**src/rtl/wb_pkg.sv**
```systemverilog
// Shared types and widths for the writeback commit unit.
package wb_pkg;

  localparam int unsigned REG_ADDR_W = 3;
  localparam int unsigned RF_ADDR_W  = 4;
  localparam int unsigned SB_CNT_W   = 2;
  localparam int unsigned WB_DATA_W  = 16;

  typedef struct packed {
    logic [REG_ADDR_W-1:0] addr;
    logic [WB_DATA_W-1:0]  data;
  } wb_req_t;

endpackage

```
**src/rtl/wb_fifo.sv**
```systemverilog
// Parameterised synchronous in-order FIFO with occupancy count and full/empty flags.
module wb_fifo #(
  parameter int unsigned  WIDTH = 8,
  parameter int unsigned  DEPTH = 4,
  localparam int unsigned PTR_W = $clog2(DEPTH),
  localparam int unsigned CNT_W = PTR_W + 1
) (
  input  logic             clk,
  input  logic             rst,
  input  logic             i_push,
  input  logic [WIDTH-1:0] i_wdata,
  input  logic             i_pop,
  output logic [WIDTH-1:0] o_rdata,
  output logic [CNT_W-1:0] o_count,
  output logic             o_full,
  output logic             o_empty
);

  logic [WIDTH-1:0] r_mem [DEPTH];
  logic [PTR_W-1:0] r_wptr;
  logic [PTR_W-1:0] r_rptr;
  logic [CNT_W-1:0] r_count;
  logic             w_do_push;
  logic             w_do_pop;

  assign o_full    = (r_count == CNT_W'(DEPTH));
  assign o_empty   = (r_count == '0);
  assign w_do_push = i_push && !o_full;
  assign w_do_pop  = i_pop && !o_empty;
  assign o_rdata   = r_mem[r_rptr];
  assign o_count   = r_count;

  // Pointers wrap naturally because DEPTH is a power of two.
  always_ff @(posedge clk) begin
    if (rst) begin
      r_wptr  <= '0;
      r_rptr  <= '0;
      r_count <= '0;
    end else begin
      if (w_do_push) r_wptr <= r_wptr + 1'b1;
      if (w_do_pop)  r_rptr <= r_rptr + 1'b1;
      if (w_do_push && !w_do_pop)      r_count <= r_count + 1'b1;
      else if (w_do_pop && !w_do_push) r_count <= r_count - 1'b1;
    end
  end

  always_ff @(posedge clk) begin
    if (w_do_push) r_mem[r_wptr] <= i_wdata;
  end

endmodule

```
**src/rtl/wb_commit_unit.sv**
```systemverilog
// Merges ALU/memory writebacks into the single RF write port and tracks pending writes.
// Optional WB_BYPASS_EN: an accepted request skips the empty queue and commits one cycle sooner.
module wb_commit_unit
  import wb_pkg::*;
#(
  parameter int unsigned  REG_SIZE   = WB_DATA_W,  // must match wb_req_t data width
  parameter int unsigned  REG_NUMBER = 8,
  parameter int unsigned  FIFO_DEPTH = 4,
  localparam int unsigned CNT_W      = $clog2(FIFO_DEPTH) + 1
) (
  input  logic                  clk,
  input  logic                  rst,
  input  logic                  i_alu_valid,
  output logic                  o_alu_ready,
  input  logic [REG_ADDR_W-1:0] i_alu_addr,
  input  logic [REG_SIZE-1:0]   i_alu_data,
  input  logic                  i_mem_valid,
  output logic                  o_mem_ready,
  input  logic [REG_ADDR_W-1:0] i_mem_addr,
  input  logic [REG_SIZE-1:0]   i_mem_data,
  input  logic                  i_issue_valid,
  input  logic [REG_ADDR_W-1:0] i_issue_addr,
  output logic [REG_NUMBER-1:0] o_busy_vec,
  output logic                  o_rf_we,
  output logic [RF_ADDR_W-1:0]  o_rf_waddr,
  output logic [REG_SIZE-1:0]   o_rf_wdata,
  output logic [CNT_W-1:0]      o_fifo_count,
  output logic                  o_sb_err
);

  wb_req_t               w_req;
  wb_req_t               w_head;
  logic                  w_full;
  logic                  w_empty;
  logic                  w_acc;
  logic                  w_bypass;
  logic                  w_push;
  logic                  w_pop;
  logic                  r_we;
  logic [REG_ADDR_W-1:0] r_addr;
  logic [REG_SIZE-1:0]   r_data;

  // Memory has fixed priority; readiness comes from the registered count only.
  assign o_mem_ready = !w_full;
  assign o_alu_ready = !w_full && !i_mem_valid;
  assign w_acc       = (i_mem_valid && o_mem_ready) || (i_alu_valid && o_alu_ready);
  assign w_pop       = !w_empty;

  always_comb begin
    if (i_mem_valid) begin
      w_req.addr = i_mem_addr;
      w_req.data = i_mem_data;
    end else begin
      w_req.addr = i_alu_addr;
      w_req.data = i_alu_data;
    end
  end

`ifdef WB_BYPASS_EN
  assign w_bypass = w_acc && w_empty;
`else
  assign w_bypass = 1'b0;
`endif
  assign w_push = w_acc && !w_bypass;

  wb_fifo #(
    .WIDTH ($bits(wb_req_t)),
    .DEPTH (FIFO_DEPTH)
  ) u_fifo (
    .clk     (clk),
    .rst     (rst),
    .i_push  (w_push),
    .i_wdata (w_req),
    .i_pop   (w_pop),
    .o_rdata (w_head),
    .o_count (o_fifo_count),
    .o_full  (w_full),
    .o_empty (w_empty)
  );

  always_ff @(posedge clk) begin
    if (rst) begin
      r_we   <= 1'b0;
      r_addr <= '0;
      r_data <= '0;
    end else if (w_bypass) begin
      r_we   <= 1'b1;
      r_addr <= w_req.addr;
      r_data <= w_req.data;
    end else if (w_pop) begin
      r_we   <= 1'b1;
      r_addr <= w_head.addr;
      r_data <= w_head.data;
    end else begin
      r_we   <= 1'b0;
    end
  end

  assign o_rf_we    = r_we;
  assign o_rf_waddr = {1'b0, r_addr};
  assign o_rf_wdata = r_data;

  logic [SB_CNT_W-1:0]   r_sb_cnt   [REG_NUMBER];
  logic [SB_CNT_W-1:0]   w_sb_cnt_d [REG_NUMBER];
  logic [REG_NUMBER-1:0] w_inc;
  logic [REG_NUMBER-1:0] w_dec;
  logic                  r_sb_err;
  logic                  w_sb_err_d;

  always_comb begin
    for (int i = 0; i < REG_NUMBER; i++) begin
      w_inc[i] = i_issue_valid && (i_issue_addr == REG_ADDR_W'(i));
      w_dec[i] = r_we && (r_addr == REG_ADDR_W'(i));
    end
  end

  // Simultaneous issue and commit on one register cancel out.
  always_comb begin
    w_sb_err_d = r_sb_err;
    for (int i = 0; i < REG_NUMBER; i++) begin
      w_sb_cnt_d[i] = r_sb_cnt[i];
      o_busy_vec[i] = (r_sb_cnt[i] != '0);
      if (w_inc[i] && !w_dec[i]) begin
        if (r_sb_cnt[i] == '1) w_sb_err_d = 1'b1;
        else                   w_sb_cnt_d[i] = r_sb_cnt[i] + 1'b1;
      end else if (w_dec[i] && !w_inc[i]) begin
        if (r_sb_cnt[i] == '0) w_sb_err_d = 1'b1;
        else                   w_sb_cnt_d[i] = r_sb_cnt[i] - 1'b1;
      end
    end
  end

  always_ff @(posedge clk) begin
    if (rst) begin
      r_sb_err <= 1'b0;
      for (int i = 0; i < REG_NUMBER; i++) r_sb_cnt[i] <= '0;
    end else begin
      r_sb_err <= w_sb_err_d;
      r_sb_cnt <= w_sb_cnt_d;
    end
  end

  assign o_sb_err = r_sb_err;

endmodule
```
**config.mk**
```make
export PLATFORM = sky130hd
export DESIGN_NAME = wb_commit_unit
export DESIGN_NICKNAME = d
export VERILOG_FILES = /design/src/rtl/wb_pkg.sv /design/src/rtl/wb_fifo.sv /design/src/rtl/wb_commit_unit.sv
export SDC_FILE = /design/constraint.sdc
export NUM_CORES = 1
export LEC_CHECK = 0
export ABC_AREA = 1
export BUFFER_PORTS_ARGS = -buffer_cell sky130_fd_sc_hd__buf_4
export CORE_MARGIN = 4
export CORE_UTILIZATION = 51
export DETAILED_ROUTE_END_ITERATION = 16
export PLACE_DENSITY = 0.72
export SYNTH_ARGS = -nofsm -noshare
export SYNTH_HDL_FRONTEND = slang
export SYNTH_SLANG_ARGS = --single-unit
```
**constraint.sdc**
```tcl
create_clock -name clk -period 2 [get_ports clk]
set_input_delay 0.4 -clock clk [delete_from_list [all_inputs] [get_ports clk]]
set_output_delay 0.4 -clock clk [all_outputs]
set_load 0.05 [all_outputs]
```
Word level (Yosys, flattened, before mapping)
Memories as Yosys holds them, arrays and structs flattened. A register that Yosys moved wholly into a read port is not among the register bits. Cells that the tools add are included.

Add/subtract/negate cells: 20. Multiplexer cells: 70. Eq/ne operators: 39. Reductions and logical operators: 96.

Operators by type and width (number): $mux 2 (32); $logic_and 1x1->1 (38); $mux 1 (35); $reduce_bool 2->1 (17); $ne 2x2->1 const B (16); $eq 3x3->1 const B (9); $reduce_and 3->1 (8); $logic_not 1->1 (21); $add 2x1->2 const B (10); $mux 19 (1); $eq 2x2->1 const B (8); $logic_not 2->1 (8); $sub 2x1->2 const B (8); $eq 3x2->1 const B (4); $logic_not 3->1 (3); $eq 3x1->1 const B (2); $mux 3 (2); $add 3x1->3 const B (1); $sub 3x1->3 const B (1); $logic_or 1x1->1 (1).

RAM bits: 76. Bits in registers: 25. Memories: 1. Input port bits: 46. Output and inout bits: 35. Word-level logic and storage cells: 239.

Memories: u_fifo.r_mem (words 4, width 19, rd ports 1, clocked after Yosys merged registers in 1, wr ports 1, line wb_fifo.sv:19) `logic [WIDTH-1:0] r_mem [DEPTH];`.

Logic depth before layout (Yosys ltp)
Gate-level depths: netlist (run 1).

Depth in word-level cells: 27. Depth in mapped cells: 14. Gate-level depth less buffers: 14.

Cells and area by module
From an unflattened synthesis (run 1), not the netlist that was laid out.

Cells, all modules: 645. Area total of the unflattened synthesis: 5778.0 sq um.

By module, submodules not included: wb_fifo (area each 3354.5 sq um, seq. area each 2462.4 sq um, cells an instance 254, instances 1); wb_commit_unit (area each 2423.6 sq um, seq. area each 740.7 sq um, cells an instance 391, instances 1).

Least setup slack after synthesis (run 1)
Ideal clock, no wire load.

Kind: register to register. Start point: reg u_fifo.r_count[0] (netlist: u_fifo.o_count[0]). End point: mem u_fifo.r_mem[0][0] in the netlist's numbering, enable pin. Slack: -0.674 ns. Stages on the path, launching flop included: 5. Path buffers: 0. Data arrival time: 2.279 ns. Setup time: 0.395 ns. Data required time: 1.605 ns. Period minus slack after synthesis: 2.674 ns. Cells stage by stage: dfxtp_1 -> nor2_2 -> nand2_1 -> o21ai_2 -> nor2_1.

Word-level cells in the longest chain between the ends: 8. Elaborated cells between the ends (all ways): 9. Classes of those cells: 1 x eq/ne; 2 x mux; 6 x reduce/logical.

Ends and longest elaborated chain: start: declaration (line wb_fifo.sv:22) `logic [CNT_W-1:0] r_count;`; start signal: assignment (line wb_fifo.sv:42) `if (w_do_push && !w_do_pop) r_count <= r_count + 1'b1;`; start signal: assignment (line wb_fifo.sv:43) `else if (w_do_pop && !w_do_push) r_count <= r_count - 1'b1;`; $eq 3x3->1 * (line wb_fifo.sv:26) `assign o_full = (r_count == CNT_W'(DEPTH));`; $logic_not 1->1 * (line wb_commit_unit.sv:44) `assign o_mem_ready = !w_full;`; via o_mem_ready (line wb_commit_unit.sv:18) `output logic o_mem_ready,`; $logic_and 1x1->1 (line wb_commit_unit.sv:45) `assign o_alu_ready = !w_full && !i_mem_valid;`; $logic_and 1x1->1 (line wb_commit_unit.sv:46) `assign w_acc = (i_mem_valid && o_mem_ready) || (i_alu_valid && o_alu_ready);`; $logic_or 1x1->1 (line wb_commit_unit.sv:46); $logic_and 1x1->1 * (line wb_fifo.sv:28) `assign w_do_push = i_push && !o_full;`; $mux 1 * (line wb_fifo.sv:48) `if (w_do_push) r_mem[r_wptr] <= i_wdata;`; $mux 1 (not written as such) * (line wb_fifo.sv:48); end: declaration (line wb_fifo.sv:19).

Mark *: on every way through the listed nets, which the timed path passes. The rest lies on a longest branch.

Final worst setup path (run 1)
Start point: reg u_fifo.r_count[0] (netlist: u_fifo.o_count[0]). End point: out o_alu_ready.

Word-level cells in the longest chain between the ends: 3.

Ends and longest elaborated chain: $eq 3x3->1 (line wb_fifo.sv:26); $logic_not 1->1 (line wb_commit_unit.sv:45); $logic_and 1x1->1 (line wb_commit_unit.sv:45); end: declaration (line wb_commit_unit.sv:14) `output logic o_alu_ready,`.

No other way between the ends.

==> flow_metrics.env, run 1 <==
export IMPL_outcome="finished, final reports clean"
export IMPL_h_tree_depth=4
export IMPL_cts_tree="yes"
export IMPL_grt_use_met1_pct=22.7
export IMPL_ir_drop_mv=0.977
export IMPL_grt_pass1_wl_um=19600
export IMPL_start_util_pct=53.0
export IMPL_gp_congestion=0.845
export IMPL_cap_viol_max_count=0
export IMPL_rr_startpoint="r_addr[1]"
export IMPL_synth_enable_flop_cells=76
export IMPL_crit_family="flip-flops"
export IMPL_grt_busiest_layer="met2"
export IMPL_r2r_cells=12
export IMPL_root_buffer="clkbuf_8"
export IMPL_fin_crit_ns=1.78
export IMPL_cts_sinks=120
export IMPL_cts_made_buffers=17
export IMPL_gr_usage_met3_pct=4.15
export IMPL_clock_path_buffers=2
export IMPL_first_pass_iters=5
export IMPL_ys_async_sr_fraction_pct=0
export IMPL_yosys_area_top_type="edfxtp_1"
export IMPL_synth_distinct_cells=29
export IMPL_cp_start_kind="register"
export IMPL_vias_per_cell=5.19
export IMPL_arrival_ns=1.38
export IMPL_cp_max_fo=6
export IMPL_total_power_mw=10.0
export IMPL_ys_seq_area_share_pct=57.0
export IMPL_num_fill_cells=805
export IMPL_setup_viol=0
export IMPL_power_density_nw_per_um2=1450
export IMPL_grt_use_total_pct=19.5
export IMPL_ys_dominant_reg_cell="edfxtp_1"
export IMPL_grt_max_degree=28
export IMPL_avgRoutedWirePerCell_um=14.6
export IMPL_clk_latency_ns=0.51
export IMPL_cpMaxStageDelayCell="dfxtp_2"
export IMPL_cp_startpoint="u_fifo.o_count[0]"
export IMPL_synthCells=578
export IMPL_whs_ns=0.192
export IMPL_synth_nets=645
export IMPL_worstSetupEndpoint="o_alu_ready"
export IMPL_timing_final_ws_setup_ns=0.218
export IMPL_end_kind="output port"
export IMPL_post_route_period_util_pct=89.1
export IMPL_cp_cell_sequence="nor2_4 -> nand2_4 -> inv_1 -> nor2_2 -> buf_4"
export IMPL_fp_dieW_um=112
export IMPL_clk_pin_slew_ns=0.06
export IMPL_dp_slack_ns=0.262
export IMPL_drv_slew=0
export IMPL_synth_top_area_share_pct=41.1
export IMPL_dp_hpwl_um=8010
export IMPL_drtAntennaViolNets=0
export IMPL_num_vias=4213
export IMPL_synth_avg_cell_area_sq_um=9.60
export IMPL_post_cts_buffers=0
export IMPL_synth_area_sq_um=5550
export IMPL_yosysMostFrequentCell="nor2_1"
export IMPL_final_setup_skew_ns=0.00657
export IMPL_remaining_drc_errors=0
export IMPL_finalHoldViolCount=0
export IMPL_cellLeakagePower_nw=2.94
export IMPL_worst_r2r_endpoint="r_sb_cnt[10]"
export IMPL_ys_seq_elements=120
export IMPL_crit_required_ns=1.60
export IMPL_reg2reg_slack_ns=0.25
export IMPL_yosys_top_cells_area="edfxtp_1, dfxtp_1, nor2_1"
export IMPL_num_io_pins=81
export IMPL_nets=730
export IMPL_grt_antenna_before_repair=0
export IMPL_cts_hold_buf=0
export IMPL_setup_worst_path_class="reg2out"
export IMPL_fin_area_sq_um=6900
export IMPL_gr_total_overflow=0
export IMPL_post_cts_resized=0
export IMPL_drt_wl_total_um=11800
export IMPL_dieArea_sq_um=12600
export IMPL_core_sq_um=10500
export IMPL_met2_usage_pct=35.3
export IMPL_fin_tns_setup_ns=0
export IMPL_drt_iter0_drc=213
export IMPL_antenna_cells=0
export IMPL_cp_depth=5
export IMPL_critPathBufInv=2
export IMPL_holdCritPathClass="in2reg"
export IMPL_max_freq_mhz=561
export IMPL_synth_warnings=0
export IMPL_row_count=37
export IMPL_first_global_vias=4230
export IMPL_drive_gt1_share_pct=22.9
export IMPL_max_slew_margin_pct=54.4
export IMPL_dieHeight_um=112
export IMPL_synth_top_cells_by_count="nor2_1, inv_1, edfxtp_1"
export IMPL_port_buffers=79
export IMPL_max_stage_delay_ns=0.35
export IMPL_rsz0062_at_grt="no"
export IMPL_areaGrowthSynthToFinish_pct=24.3
export IMPL_worstMarginPinSlew_ns=0.683
export IMPL_place_area_sq_um=6340
[final cells by class]
type / count / area, sq um / area share [%]
clock buffers: 18 / 418 / 6.06
flip-flops and latches: 120 / 3170 / 45.9
multi-input cells: 344 / 1980 / 28.7
well taps: 136 / 170 / 2.47
repair buffers: 89 / 681 / 9.87
inverters: 91 / 342 / 4.95
clock inverters: 14 / 143 / 2.07
[logic make-up (layout without fill, tap and decap cells)]
| logic type | after synthesis | after routing | synth area share (%) |
|---|---|---|---|
| flops | 120 | 120 | 57.0 |
| mux | 19 | 19 | 3.86 |
| fa+ha+maj | 21 | 21 | 4.74 |
| other cells | 1 | 1 | 0.0676 |
| compound gates | 145 | 145 | 14.7 |
| buf+inv | 114 | 212 | 8.25 |
| simple gates | 158 | 158 | 11.4 |
[cell usage in the layout (no fill, tap or decap), types with 2 or more instances in the layout]
cell type	synthesis	final
dfxtp_1	44	42
clkinv_4	0	2
nor2_1	97	92
inv_6	0	4
nor3_1	3	3
clkinvlp_4	0	5
dfxtp_2	0	2
clkbuf_16	0	16
mux2_2	19	19
a21oi_1	23	23
edfxtp_1	76	76
o21bai_1	19	19
a211oi_1	3	3
nand3_1	14	14
o21ai_0	58	58
ha_1	21	21
nor2_4	1	6
inv_2	2	2
buf_4	1	88
o22ai_1	19	19
or2_2	2	2
inv_8	0	2
nand2_1	38	37
o21ai_1	20	20
inv_1	89	89
o211ai_1	2	2
[flip-flops by register name, indices dropped and copies added, names as in the netlist, 2 cells and up]
register        count
u_fifo.o_count      3
u_fifo.r_wptr       2
u_fifo.r_rptr       2
r_addr              3
u_fifo.r_mem       76
r_sb_cnt           16
o_rf_wdata         16
[where the power goes]
part	total [mW]	leakage [nW]	internal, mW	switching, mW
Sequential	3.51	1.07	3.24	0.270
Clock	2.83	0.259	1.68	1.15
Combinational	3.66	1.62	1.12	2.53
Total	10.0	2.94	6.04	3.95
[layer usage]
layer	routed length (um)	share of wire [%]
met1	4900	41
met5	0	0
met4	181	1.5
met2	6190	52
met3	576	4.9
[worst register-to-register path, cell delays in order, from the launching register on]
cell	delay, ns
dfxtp_1	0.41
inv_1	0.09
nor2_1	0.09
inv_1	0.06
nor2_1	0.17
inv_1	0.07
ha_1	0.24
nand3_1	0.13
o21ai_0	0.10
nor2_1	0.13
nand2_1	0.07
nand2_1	0.05
nor2_1	0.04
[per-stage QoR]
stage	utilization [%]	cells
6_report	65.9	812
5_1_grt	65.9	812
4_1_cts	65.9	812
3_5_place_dp	60.6	780
3_3_place_gp	60.6	780
2_1_floorplan	-	578
[worst min path at each step]
stage	start	endpoint	slack [ns]	cells past startpoint
detailed placement	u_fifo.o_count[0]	u_fifo.o_count[0]	0.50	1
global route	rst	r_sb_cnt[7]	0.19	2
global placement	u_fifo.o_count[0]	u_fifo.o_count[0]	0.48	1
CTS	rst	r_sb_cnt[15]	0.18	2
floorplan	r_sb_cnt[13]	r_sb_cnt[12]	0.47	2
finish	rst	r_sb_cnt[15]	0.19	2
Power figures use the tool's default switching activity.
==> run 2: changes to the inputs <==
- ABC_AREA: 1 -> unset
- HOLD_SLACK_MARGIN: unset -> 0.08
- PLACE_DENSITY: 0.72 -> 0.71
==> run 2 against run 1 <==
  * Area after synthesis decreased by 2.8%
  * Via count decreased by 15%
  * Critical path depth increased by 2
  * Count of clock-buffer cells in the layout increased by 5
  * Design area decreased by 2.2%
  * Fmax decreased by 2.7%
  * Sequential power about the same
  * Wire length decreased by 6.2%
  * Clock power increased by 6%
  * Final cell count decreased by 17%
  * Clock skew increased by 0.0024 ns
==> flow_metrics.env, run 2 <==
export IMPL_areaGrowthSynthToFinish_pct=25.2
export IMPL_max_slew_margin_pct=63.0
export IMPL_grt_pass1_wl_um=18100
export IMPL_final_setup_skew_ns=0.00900
export IMPL_final_common_cell="buf_4"
export IMPL_dieHeight_um=111
export IMPL_post_cts_buffers=0
export IMPL_clk_latency_ns=0.52
export IMPL_drtAntennaViolNets=0
export IMPL_final_cell_mix="buf_4, edfxtp_1, nand2_1"
export IMPL_synth_avg_cell_area_sq_um=12.6
export IMPL_cts_hold_buf=0
export IMPL_yosys_top_cells_area="edfxtp_1, dfxtp_1, mux4_2"
export IMPL_port_buffers=79
export IMPL_cap_viol_max_count=0
export IMPL_drive_gt1_share_pct=33.9
export IMPL_synthCells=428
export IMPL_grt_max_degree=45
export IMPL_start_util_pct=52.2
export IMPL_critPathBufInv=0
export IMPL_root_buffer="clkbuf_8"
export IMPL_multi_input_area_sq_um=2060
export IMPL_cp_cell_sequence="nor2b_2 -> nand3_1 -> ha_1 -> nor4b_1 -> a311o_1 -> nor3_1 -> a41oi_2"
export IMPL_h_tree_depth=4
export IMPL_num_io_pins=81
export IMPL_ir_drop_mv=0.781
export IMPL_synth_distinct_cells=40
export IMPL_ys_seq_area_share_pct=58.7
export IMPL_drv_slew=0
export IMPL_holdCritPathClass="in2reg"
export IMPL_regMostFlops="u_fifo.r_mem"
export IMPL_synth_enable_flop_cells=76
export IMPL_cp_start_kind="register"
export IMPL_pwr_share_seq_pct=36.9
export IMPL_setup_viol=0
export IMPL_intPower_mw=6.28
export IMPL_crit_family="simple AND/OR/NAND/NOR gates"
export IMPL_arrival_ns=2.27
export IMPL_worstMarginPinSlew_ns=0.555
export IMPL_gr_total_overflow=0
export IMPL_p_sw_share_pct=33.9
export IMPL_cts_sinks=120
export IMPL_dieArea_sq_um=12300
export IMPL_combPwrFrac_pct=31.5
export IMPL_first_global_vias=3704
export IMPL_rsz0062_at_grt="no"
export IMPL_fin_tns_setup_ns=0
export IMPL_avgRoutedWirePerCell_um=16.6
export IMPL_yosys_area_top_type="edfxtp_1"
export IMPL_setup_worst_path_class="reg2reg"
export IMPL_vias_per_cell=5.34
export IMPL_place_area_sq_um=6150
export IMPL_yosysMostFrequentCell="edfxtp_1"
export IMPL_max_freq_mhz=546
export IMPL_finalHoldViolCount=0
export IMPL_nets=588
export IMPL_end_kind="register"
export IMPL_synth_warnings=0
export IMPL_cp_max_fo=6
export IMPL_ys_seq_elements=120
export IMPL_grt_use_total_pct=19.0
export IMPL_drt_wl_total_um=11100
export IMPL_cts_tree="yes"
export IMPL_cpMaxStageDelayCell="dfxtp_2"
export IMPL_seqCellArea_sq_um=3170
export IMPL_clk_pin_slew_ns=0.06
export IMPL_num_fill_cells=764
export IMPL_power_density_nw_per_um2=1410
export IMPL_clock_path_buffers=2
export IMPL_row_count=37
export IMPL_drt_iter0_drc=197
export IMPL_ys_async_sr_fraction_pct=0
export IMPL_clkPwrFrac_pct=31.6
export IMPL_post_cts_resized=0
export IMPL_crit_required_ns=2.44
export IMPL_cts_made_buffers=17
export IMPL_fp_dieW_um=111
export IMPL_placed_cells=638
export IMPL_fin_crit_ns=1.83
export IMPL_grt_antenna_before_repair=0
export IMPL_p_switching_mw=3.22
export IMPL_synth_area_sq_um=5390
export IMPL_post_route_period_util_pct=91.6
export IMPL_first_pass_iters=4
export IMPL_ys_dominant_reg_cell="edfxtp_1"
export IMPL_synth_top_cells_by_count="edfxtp_1, nand2_1, dfxtp_1"
export IMPL_fin_area_sq_um=6750
export IMPL_num_vias=3578
export IMPL_dp_hpwl_um=7170
export IMPL_gp_congestion=0.788
export IMPL_final_cells=670
export IMPL_max_stage_delay_ns=0.37
export IMPL_core_sq_um=10300
export IMPL_synth_top_area_share_pct=42.3
export IMPL_remaining_drc_errors=0
export IMPL_cellLeakagePower_nw=2.62
export IMPL_whs_ns=0.243
export IMPL_largest_reg_flops=76
export IMPL_synth_nets=495
export IMPL_antenna_cells=0
export IMPL_outcome="finished, final reports clean"
==> run 2: cell types whose count changed after synthesis, sizes merged, moves of 8 or more <==
cell	previous run	this run
nor2	99	20
inv	91	21
o21ai	79	20
mux4	0	19
o21bai	19	0
o22ai	19	0
nor2b	0	15
a21oi	23	37
nand2	39	47
==> run 2: path summary, 6_finish.rpt <==
| kind | depth (start not counted) | slack [ns] | to | startpoint |
|---|---|---|---|---|
| max | 7 | 0.17 | o_sb_err | o_rf_we |
| min | 2 | 0.24 | u_fifo.r_mem[0][4] | i_mem_data[4] |
| max reg2reg | 7 | 0.17 | o_sb_err | o_rf_we |
| min reg2reg | 2 | 0.46 | o_rf_wdata[2] | o_rf_wdata[2] |
==> run 2: metrics by stage <==
stage | power, mW | setup WS, ns | util [%]
floorplan | 5.71 | 0.00971 | -
global placement | 6.46 | -0.0146 | 59.6
detailed placement | 6.56 | -0.0444 | 59.6
CTS | 9.60 | 0.0923 | 65.3
global route | 9.97 | 0.0292 | 65.4
finish | 9.50 | 0.168 | 65.4
==> run 2: layout make-up <==
cell class / instances / share of cell area (%)
clock buffer: 23 / 7.08
clock inverter: 9 / 1.69
inverter: 21 / 1.17
multi-input combinational: 271 / 30.5
sequential: 120 / 47.0
tap: 136 / 2.52
timing repair buffer: 90 / 10.0
==> run 2: kinds of logic (layout without fill, tap and decap cells) <==
family	count (synthesis)	in the layout	synth area share, %
AO/OA/AOI/OAI	66	66	6.85
adder cells (fa/ha/maj)	21	21	4.87
buffers and inverters	37	143	3.32
AND/OR/NAND/NOR	134	134	12.4
XOR/XNOR	6	6	0.975
flip-flops	120	120	58.7
multiplexers	43	43	12.8
other	1	1	0.0696
==> run 2: worst reg2reg max path: stages (launching register included) <==
cell     delay, ns
dfxtp_2       0.37
nor2b_2       0.22
nand3_1       0.16
ha_1          0.28
nor4b_1       0.34
a311o_1       0.17
nor3_1        0.06
a41oi_2       0.18
==> run 2: metal layers <==
metal  GRT usage, %  vias to the layer above  wire [um]
met5              0                        -          0
met4           8.46                        0        257
met3           5.68                       21        489
met2           32.6                      102       5750
met1           22.0                     1713       4610
li1               -                     1742          -
==> run 2: power groups by stage <==
stage / Sequential (mW) / Combinational (mW) / Clock [mW]
detailed placement: 3.54 / 3.01 / 0
global route: 3.57 / 3.23 / 3.17
global placement: 3.51 / 2.95 / 0
finish: 3.51 / 2.99 / 3.00
floorplan: 4.16 / 1.55 / 0
CTS: 3.50 / 3.04 / 3.05
